File: src/rtl/rx_recovery_pkg.sv
// Shared types and header constants for the 66b receive-recovery path
// (header seeker, block aligner, decoder).
package rx_recovery_pkg;

   localparam logic [1:0] c_DATA_HEADER = 2'b01;
   localparam logic [1:0] c_CMD_HEADER  = 2'b10;

   typedef enum logic [1:0] {
      SEARCH  = 2'd0,
      CONFIRM = 2'd1,
      LOCKED  = 2'd2
   } aligner_state_t;

   typedef logic [65:0] block66_t;

   function automatic logic hdr_is_valid(input logic [1:0] hdr);
      return (hdr == c_DATA_HEADER) || (hdr == c_CMD_HEADER);
   endfunction

   function automatic int max_int(input int a, input int b);
      return (a > b) ? a : b;
   endfunction

endpackage

File: src/rtl/aligner_lock_fsm.sv
// 66b block lock state machine: SEARCH -> CONFIRM -> LOCKED with
// windowed bad-header monitoring; advances only on hdr_strobe cycles.
module aligner_lock_fsm
   import rx_recovery_pkg::*;
#(
   parameter int GOOD_CNT = 32,
   parameter int BAD_MAX  = 16,
   parameter int WIN_LEN  = 64
) (
   input  logic           clk_i,
   input  logic           rst_i,
   input  logic           hdr_strobe,
   input  logic           hdr_valid,
   output aligner_state_t state,
   output logic           locked,
   output logic           err_pulse
);

   localparam int CW = $clog2(max_int(GOOD_CNT, WIN_LEN) + 1);

   aligner_state_t state_r, state_nxt_s;
   logic [CW-1:0]  good_r, bad_r, win_r;
   logic [CW-1:0]  good_nxt_s, bad_nxt_s, win_nxt_s;
   logic [CW-1:0]  good_inc_s, bad_inc_s, win_inc_s;
   logic           locked_r, err_r;
   logic           locked_nxt_s, err_nxt_s;

   // state, counter and registered-output update
   always_ff @(posedge clk_i) begin
      if (rst_i) begin
         state_r  <= SEARCH;
         good_r   <= {CW{1'b0}};
         bad_r    <= {CW{1'b0}};
         win_r    <= {CW{1'b0}};
         locked_r <= 1'b0;
         err_r    <= 1'b0;
      end else begin
         state_r  <= state_nxt_s;
         good_r   <= good_nxt_s;
         bad_r    <= bad_nxt_s;
         win_r    <= win_nxt_s;
         locked_r <= locked_nxt_s;
         err_r    <= err_nxt_s;
      end
   end

   // next-state and counter evaluation
   always_comb begin
      state_nxt_s = state_r;
      good_nxt_s  = good_r;
      bad_nxt_s   = bad_r;
      win_nxt_s   = win_r;
      good_inc_s  = good_r + CW'(1);
      win_inc_s   = win_r + CW'(1);
      if (hdr_valid) begin
         bad_inc_s = bad_r;
      end else begin
         bad_inc_s = bad_r + CW'(1);
      end
      if (hdr_strobe) begin
         case (state_r)
            SEARCH: begin
               if (hdr_valid) begin
                  state_nxt_s = CONFIRM;
                  good_nxt_s  = CW'(1);
               end else begin
                  state_nxt_s = SEARCH;
               end
            end
            CONFIRM: begin
               if (!hdr_valid) begin
                  state_nxt_s = SEARCH;
                  good_nxt_s  = {CW{1'b0}};
               end else if (good_inc_s == CW'(GOOD_CNT)) begin
                  state_nxt_s = LOCKED;
                  good_nxt_s  = {CW{1'b0}};
                  win_nxt_s   = {CW{1'b0}};
                  bad_nxt_s   = {CW{1'b0}};
               end else begin
                  good_nxt_s  = good_inc_s;
               end
            end
            LOCKED: begin
               // unlock has priority over a coincident window end
               if (bad_inc_s == CW'(BAD_MAX)) begin
                  state_nxt_s = SEARCH;
                  good_nxt_s  = {CW{1'b0}};
                  win_nxt_s   = {CW{1'b0}};
                  bad_nxt_s   = {CW{1'b0}};
               end else if (win_inc_s == CW'(WIN_LEN)) begin
                  win_nxt_s   = {CW{1'b0}};
                  bad_nxt_s   = {CW{1'b0}};
               end else begin
                  win_nxt_s   = win_inc_s;
                  bad_nxt_s   = bad_inc_s;
               end
            end
            default: begin
               state_nxt_s = SEARCH;
               good_nxt_s  = {CW{1'b0}};
               win_nxt_s   = {CW{1'b0}};
               bad_nxt_s   = {CW{1'b0}};
            end
         endcase
      end else begin
         state_nxt_s = state_r;
      end
   end

   // values captured into the registered outputs
   always_comb begin
      locked_nxt_s = (state_nxt_s == LOCKED);
      if (hdr_strobe && (state_r == LOCKED) && !hdr_valid) begin
         err_nxt_s = 1'b1;
      end else begin
         err_nxt_s = 1'b0;
      end
   end

   assign state     = state_r;
   assign locked    = locked_r;
   assign err_pulse = err_r;

endmodule

File: src/rtl/block_aligner.sv
// Extracts aligned 66b blocks from the gearbox buffer and maintains block lock.
// Optional statistics counters are built when BLOCK_ALIGNER_STATS_EN is defined.
module block_aligner
   import rx_recovery_pkg::*;
#(
   parameter int GOOD_CNT = 32,
   parameter int BAD_MAX  = 16,
   parameter int WIN_LEN  = 64
) (
   input  logic         clk_i,
   input  logic         rst_i,
   input  logic [193:0] gbox_buffer,
   input  logic [5:0]   gbox_cnt,
   input  logic         buffer_dv,
   input  logic [6:0]   block_offset,
   output logic [65:0]  block_o,
   output logic         block_dv_o,
   output logic         block_locked_o,
   output logic         header_err_o
`ifdef BLOCK_ALIGNER_STATS_EN
   ,
   output logic [15:0]  lock_loss_cnt_o,
   output logic [15:0]  header_err_cnt_o
`endif
);

   aligner_state_t state_s;
   logic           locked_s;
   logic           err_s;
   logic [6:0]     lock_offset_r;
   logic [6:0]     off_s;
   logic [7:0]     lo_s;
   block66_t       cand_s;
   logic           hdr_valid_s;
   block66_t       block_r;
   logic           block_dv_r;

   // candidate extraction; lo_s is the lowest buffer bit of the 66b window
   always_comb begin
      if (state_s == SEARCH) begin
         off_s = block_offset;
      end else begin
         off_s = lock_offset_r;
      end
      lo_s        = 8'd128 - {2'b00, gbox_cnt} - {1'b0, off_s};
      cand_s      = block66_t'(gbox_buffer >> lo_s);
      hdr_valid_s = hdr_is_valid(cand_s[65:64]);
   end

   aligner_lock_fsm #(
      .GOOD_CNT (GOOD_CNT),
      .BAD_MAX  (BAD_MAX),
      .WIN_LEN  (WIN_LEN)
   ) u_lock_fsm (
      .clk_i      (clk_i),
      .rst_i      (rst_i),
      .hdr_strobe (buffer_dv),
      .hdr_valid  (hdr_valid_s),
      .state      (state_s),
      .locked     (locked_s),
      .err_pulse  (err_s)
   );

   // offset latch and block output register
   always_ff @(posedge clk_i) begin
      if (rst_i) begin
         lock_offset_r <= 7'd0;
         block_r       <= 66'd0;
         block_dv_r    <= 1'b0;
      end else begin
         if (buffer_dv && (state_s == SEARCH) && hdr_valid_s) begin
            lock_offset_r <= block_offset;
         end
         if (buffer_dv && (state_s == LOCKED)) begin
            block_r    <= cand_s;
            block_dv_r <= 1'b1;
         end else begin
            block_dv_r <= 1'b0;
         end
      end
   end

   assign block_o        = block_r;
   assign block_dv_o     = block_dv_r;
   assign block_locked_o = locked_s;
   assign header_err_o   = err_s;

`ifdef BLOCK_ALIGNER_STATS_EN
   logic        was_locked_r;
   logic [15:0] lock_loss_cnt_r;
   logic [15:0] header_err_cnt_r;

   // saturating lock-loss and header-error counters
   always_ff @(posedge clk_i) begin
      if (rst_i) begin
         was_locked_r     <= 1'b0;
         lock_loss_cnt_r  <= 16'd0;
         header_err_cnt_r <= 16'd0;
      end else begin
         was_locked_r <= (state_s == LOCKED);
         if (was_locked_r && (state_s == SEARCH) && (lock_loss_cnt_r != 16'hFFFF)) begin
            lock_loss_cnt_r <= lock_loss_cnt_r + 16'd1;
         end
         if (err_s && (header_err_cnt_r != 16'hFFFF)) begin
            header_err_cnt_r <= header_err_cnt_r + 16'd1;
         end
      end
   end

   assign lock_loss_cnt_o  = lock_loss_cnt_r;
   assign header_err_cnt_o = header_err_cnt_r;
`endif

endmodule

File: config.mk
export PLATFORM = sky130hd
export DESIGN_NAME = block_aligner
export DESIGN_NICKNAME = d
export VERILOG_FILES = /design/src/rtl/rx_recovery_pkg.sv /design/src/rtl/aligner_lock_fsm.sv /design/src/rtl/block_aligner.sv
export SDC_FILE = /design/constraint.sdc
export NUM_CORES = 1
export LEC_CHECK = 0
export BUFFER_PORTS_ARGS = -buffer_cell sky130_fd_sc_hd__buf_4
export CAP_MARGIN = 20
export CORE_ASPECT_RATIO = 1.5
export CORE_MARGIN = 3
export CORE_UTILIZATION = 40
export CTS_CLUSTER_DIAMETER = 100
export CTS_CLUSTER_SIZE = 8
export DETAILED_ROUTE_END_ITERATION = 8
export HOLD_SLACK_MARGIN = 0.15
export MAX_ROUTING_LAYER = met4
export PLACE_DENSITY = 0.62
export SLEW_MARGIN = 15
export SYNTH_ARGS = -nofsm -noshare
export SYNTH_HDL_FRONTEND = slang
export SYNTH_SLANG_ARGS = --single-unit
export TNS_END_PERCENT = 50
File: constraint.sdc
create_clock -name clk_i -period 7.7 [get_ports clk_i]
set_clock_uncertainty 0.15 [all_clocks]
set_input_delay 0 -clock clk_i [delete_from_list [all_inputs] [get_ports clk_i]]
set_output_delay 0 -clock clk_i [all_outputs]
set_load 0.05 [all_outputs]
==> implementation parameters <==
Parameter                              Value

Status
  Status ... finished, final reports clean

Timing
  RSZ-0062 raised after global routing ... no
  Final period demand of the worst path ... a little over 7 ns
  Setup TNS ... 0 ns
  Least setup slack across all paths after layout ... just over 0.6 ns
  Highest Clock Rate ... 0.1409 GHz
  Final number of setup-violating endpoints ... 0
  Portion of the clock cycle consumed by the worst path in the final layout ... a little over 90%
  Total count of hold-check failures in the final report ... 0
  Worst-margin pin slew ... 1.102 ns
  Remaining max-slew budget at the tightest pin ... a little over a quarter
  Final Max Slew Viols ... 0

Worst setup path
  Required @ worst endpoint ... 7.80 ns
  Largest stage delay on the critical path ... 0.76 ns
  Top Family by Delay on Critical Path ... compound AO/OA/AOI/OAI gates
  Cell Chain, Critical Path ... nor2_1 > mux2_2 > ha_1 > inv_1 > ha_4 > buf_12 > nand2b_1 > a211oi_1 > o21ai_0 > a41oi_1 > o41ai_1 > a22o_1 > a211oi_1 > nor2_1 > buf_4 > nand3_2 > mux2i_1 > dlygate4sd3_1 > nor2_1 > dlygate4sd3_1
  Setup crit start kind ... register
  Maximum fanout along the worst path ... 143
  Type of destination of the critical path ... register
  CP bufs+invs ... 5
  Data arrival time of the worst path ... 7.19 ns
  Most repeated library cell on the critical path ... nor2_1
  Slowest library cell on the worst path ... o41ai_1
  Critical setup path kind ... reg2reg

Pwr
  Part of the power in registers ... under 10%
  Switching share of power ... 60.96%
  Cell-internal power ... 4.439 mW
  Peak ir drop on the vdd network ... 0.0004548 V
  Leakage power figure ... 9.117 nW
  Switching component of the power ... 6.933 mW
  Power per cell area ... 529.8 mW/mm2
  Clock network fraction of design power ... approximately 4.3%
  Combinational cell fraction of total power ... 90.9%
  Total power ... between 10 and 15 mW

Global route
  Antenna violations before repair ... 2
  Pin count of the biggest net entering global routing ... 147
  First-pass GRT wire length ... 132800 um
  Congestion Overflow GR ... 0
  Global-route usage over all layers ... 37.38%
  Vias in the first global route ... 19350

Routing
  Number of DRC violations after detailed-routing iteration 0 ... 2159
  Total wirelength of the detailed-routed design ... 92730 um
  Detailed-route wire length per cell ... 30.98 um
  Via count ... between 20000 and 25000
  Remaining design rule violation count ... 0
  Remaining antenna violation count ... 0
  Number of search-and-repair iterations in the first detailed-routing pass ... 6
  Per-cell via count in the routed design ... just under 7

Yosys
  Number of enable-type register cells in the synthesized netlist ... 0
  Seq cells post-synth ... 99
  Async set-reset flop share out of synthesis ... 0%
  Netlist area before placement ... 0.01837 mm2
  Post-Synthesis Cells ... 2262
  Top FF cell, synth ... dfxtp_1
  Nets in the synthesized netlist ... 2488
  Average footprint of a synthesized cell ... 8.121 um2
  Sequential-to-total area share from yosys stat ... 10.79%
  Yosys warns ... 0
  Post-synthesis cell type count ... between 80 and 90

Cells and area
  Filler Cells Inserted ... 4455
  Number of nets in the finished design ... 2630
  Most frequent cells in the layout ... mux2i_1, nand2_1, buf_4
  P&R area growth vs syn ... 16.85%
  Share of post-route cells with drive strength above 1 ... between 20% and 30%
  Final cell utilization of the core ... 47.65%
  Most common library cell in the layout ignoring fill and taps ... mux2i_1

Placement
  Post-DP HPWL ... 75010 um
  Input/output buffers ... between 200 and 300
  Final GP Congestion ... roughly 1.1
  Worst slack after detailed placement ... 1.029 ns

Job
  Max-cap violations ... 0

Floorplanning
  Die area ... 0.04858 mm2
  I/O pin count ... 279
  Horizontal extent of the die ... 181.0 um
  Die span in y ... 268.5 um
  Number of placement rows ... 95
  Core outline area ... ~0.045 mm2
  Initial Utilization ... approximately two fifths

Clock network
  Post-CTS Setup Repair Bufs ... 0
  Number of clock sinks ... 99
  TritonCTS buffer count ... 9
  Maximum buffer depth of the clock tree ... 2
  Htree depth ... 3
  Cells resized by post-CTS repair ... 0
  Insertion delay to the later sink of the worst-skew pair ... 0.36 ns
  Clock Root Buffer ... clkbuf_16
  Register clock-pin slew on the reported worst setup and hold paths ... 0.08 ns
  Clock tree from TritonCTS ... built

Hold path
  Path type of the worst min-delay path ... reg2reg
## flip-flops by register name (all words and copies together), names as in the netlist
register	count
u_lock_fsm.state	2
u_lock_fsm.bad_r	7
lock_offset_r	7
block_o	66
u_lock_fsm.win_r	7
u_lock_fsm.good_r	7
u_lock_fsm.locked	1
u_lock_fsm.err_pulse	1
block_dv_o	1
## through the flow
stage / area [um2] / cells / hold WS [ns]
2_1_floorplan: 18370 / 2262 / -0.006057
3_3_place_gp: 20870 / 2951 / 0.09440
3_5_place_dp: 20870 / 2951 / 0.09889
4_1_cts: 21430 / 2991 / 0.3098
5_1_grt: 21460 / 2993 / 0.3350
6_report: 21460 / 2993 / 0.3051
## timing repair
| item | in CTS | in global routing |
|---|---|---|
| endpoints found under the setup margin | 0 | 7 |
| hold buffers | 24 | 0 |
| endpoints found under the hold margin | 23 | 0 |
## cells by family (layout without fill, tap and decap cells)
family | count (synthesis) | count (layout) | synth area share [%]
adder cells (fa/ha/maj) | 16 | 16 | 1.131
AO/OA/AOI/OAI | 518 | 518 | 19.29
buffers and inverters | 236 | 383 | 5.177
AND/OR/NAND/NOR | 802 | 802 | 20.36
flip-flops | 99 | 99 | 10.79
other | 0 | 2 | 0
XOR/XNOR | 11 | 11 | 0.5245
multiplexers | 580 | 580 | 42.73
## layer usage
| metal | part of all wire (%) | vias to the layer above | global-route usage (%) |
|---|---|---|---|
| li1 | - | 8935 | - |
| met1 | 38 | 10030 | 44.15 |
| met2 | 48 | 1086 | 61.98 |
| met3 | 7.0 | 242 | 4.440 |
| met4 | 7.0 | 0 | 21.36 |
| met5 | 0 | - | - |
## Yosys cell counts (all sizes together), types with 13 or more instances
library cell | number | area share (%)
ha | 15 | 1.0
clkbuf | 137 | 2.8
and3 | 24 | 0.82
o221ai | 18 | 0.86
buf | 84 | 2.1
mux4 | 163 | 20
o211ai | 16 | 0.65
nand3 | 58 | 1.6
a22oi | 60 | 2.5
nand2 | 358 | 7.3
nor3 | 48 | 1.3
o21ai | 126 | 3.4
dfxtp | 99 | 11
or2 | 51 | 1.7
mux2i | 414 | 23
a221oi | 13 | 0.62
inv | 14 | 0.29
a21oi | 86 | 2.4
nand2b | 82 | 2.8
a211oi | 91 | 3.8
nand4 | 16 | 0.54
o22ai | 15 | 0.51
nor2 | 128 | 2.7
## path summary, 6_finish.rpt
kind	start	to	slack [ns]	depth (start not counted)
setup / recovery	u_lock_fsm.state[1]	lock_offset_r[2]	0.60	20
setup reg to reg	u_lock_fsm.state[1]	lock_offset_r[2]	0.60	20
hold / removal	block_o[10]	block_o[10]	0.31	2
hold reg to reg	block_o[10]	block_o[10]	0.31	2
## cell type report
type	count	area [um2]	share of cell area [%]
flip-flops and latches	99	1982	9.233
well taps	582	728.2	3.393
repair buffers	352	2798	13.03
inverters	15	57.56	0.2681
diodes	2	5.005	0.02332
clock buffers	11	252.7	1.177
clock inverters	5	66.31	0.3089
multi-input cells	1927	15570	72.56
## worst reg2reg max path: cells and delay by family (launching register included)
family / cells / cell delay [ns]
muxes: 2 / 0.60
adders and majority gates: 2 / 0.96
AOI/OAI and AO/OA: 6 / 2.02
DFF: 1 / 0.40
and+or+nand+nor: 5 / 0.87
buffers and inverters: 5 / 2.00
## power groups by stage
stage,Sequential (mW),Clock (mW),Combinational (mW)
floorplan,0.551,0,6.63
global placement,0.555,0,9.91
detailed placement,0.557,0,9.90
CTS,0.545,0.506,10.0
global route,0.549,0.518,10.8
finish,0.546,0.491,10.3
(Power assumes the default switching activity.)
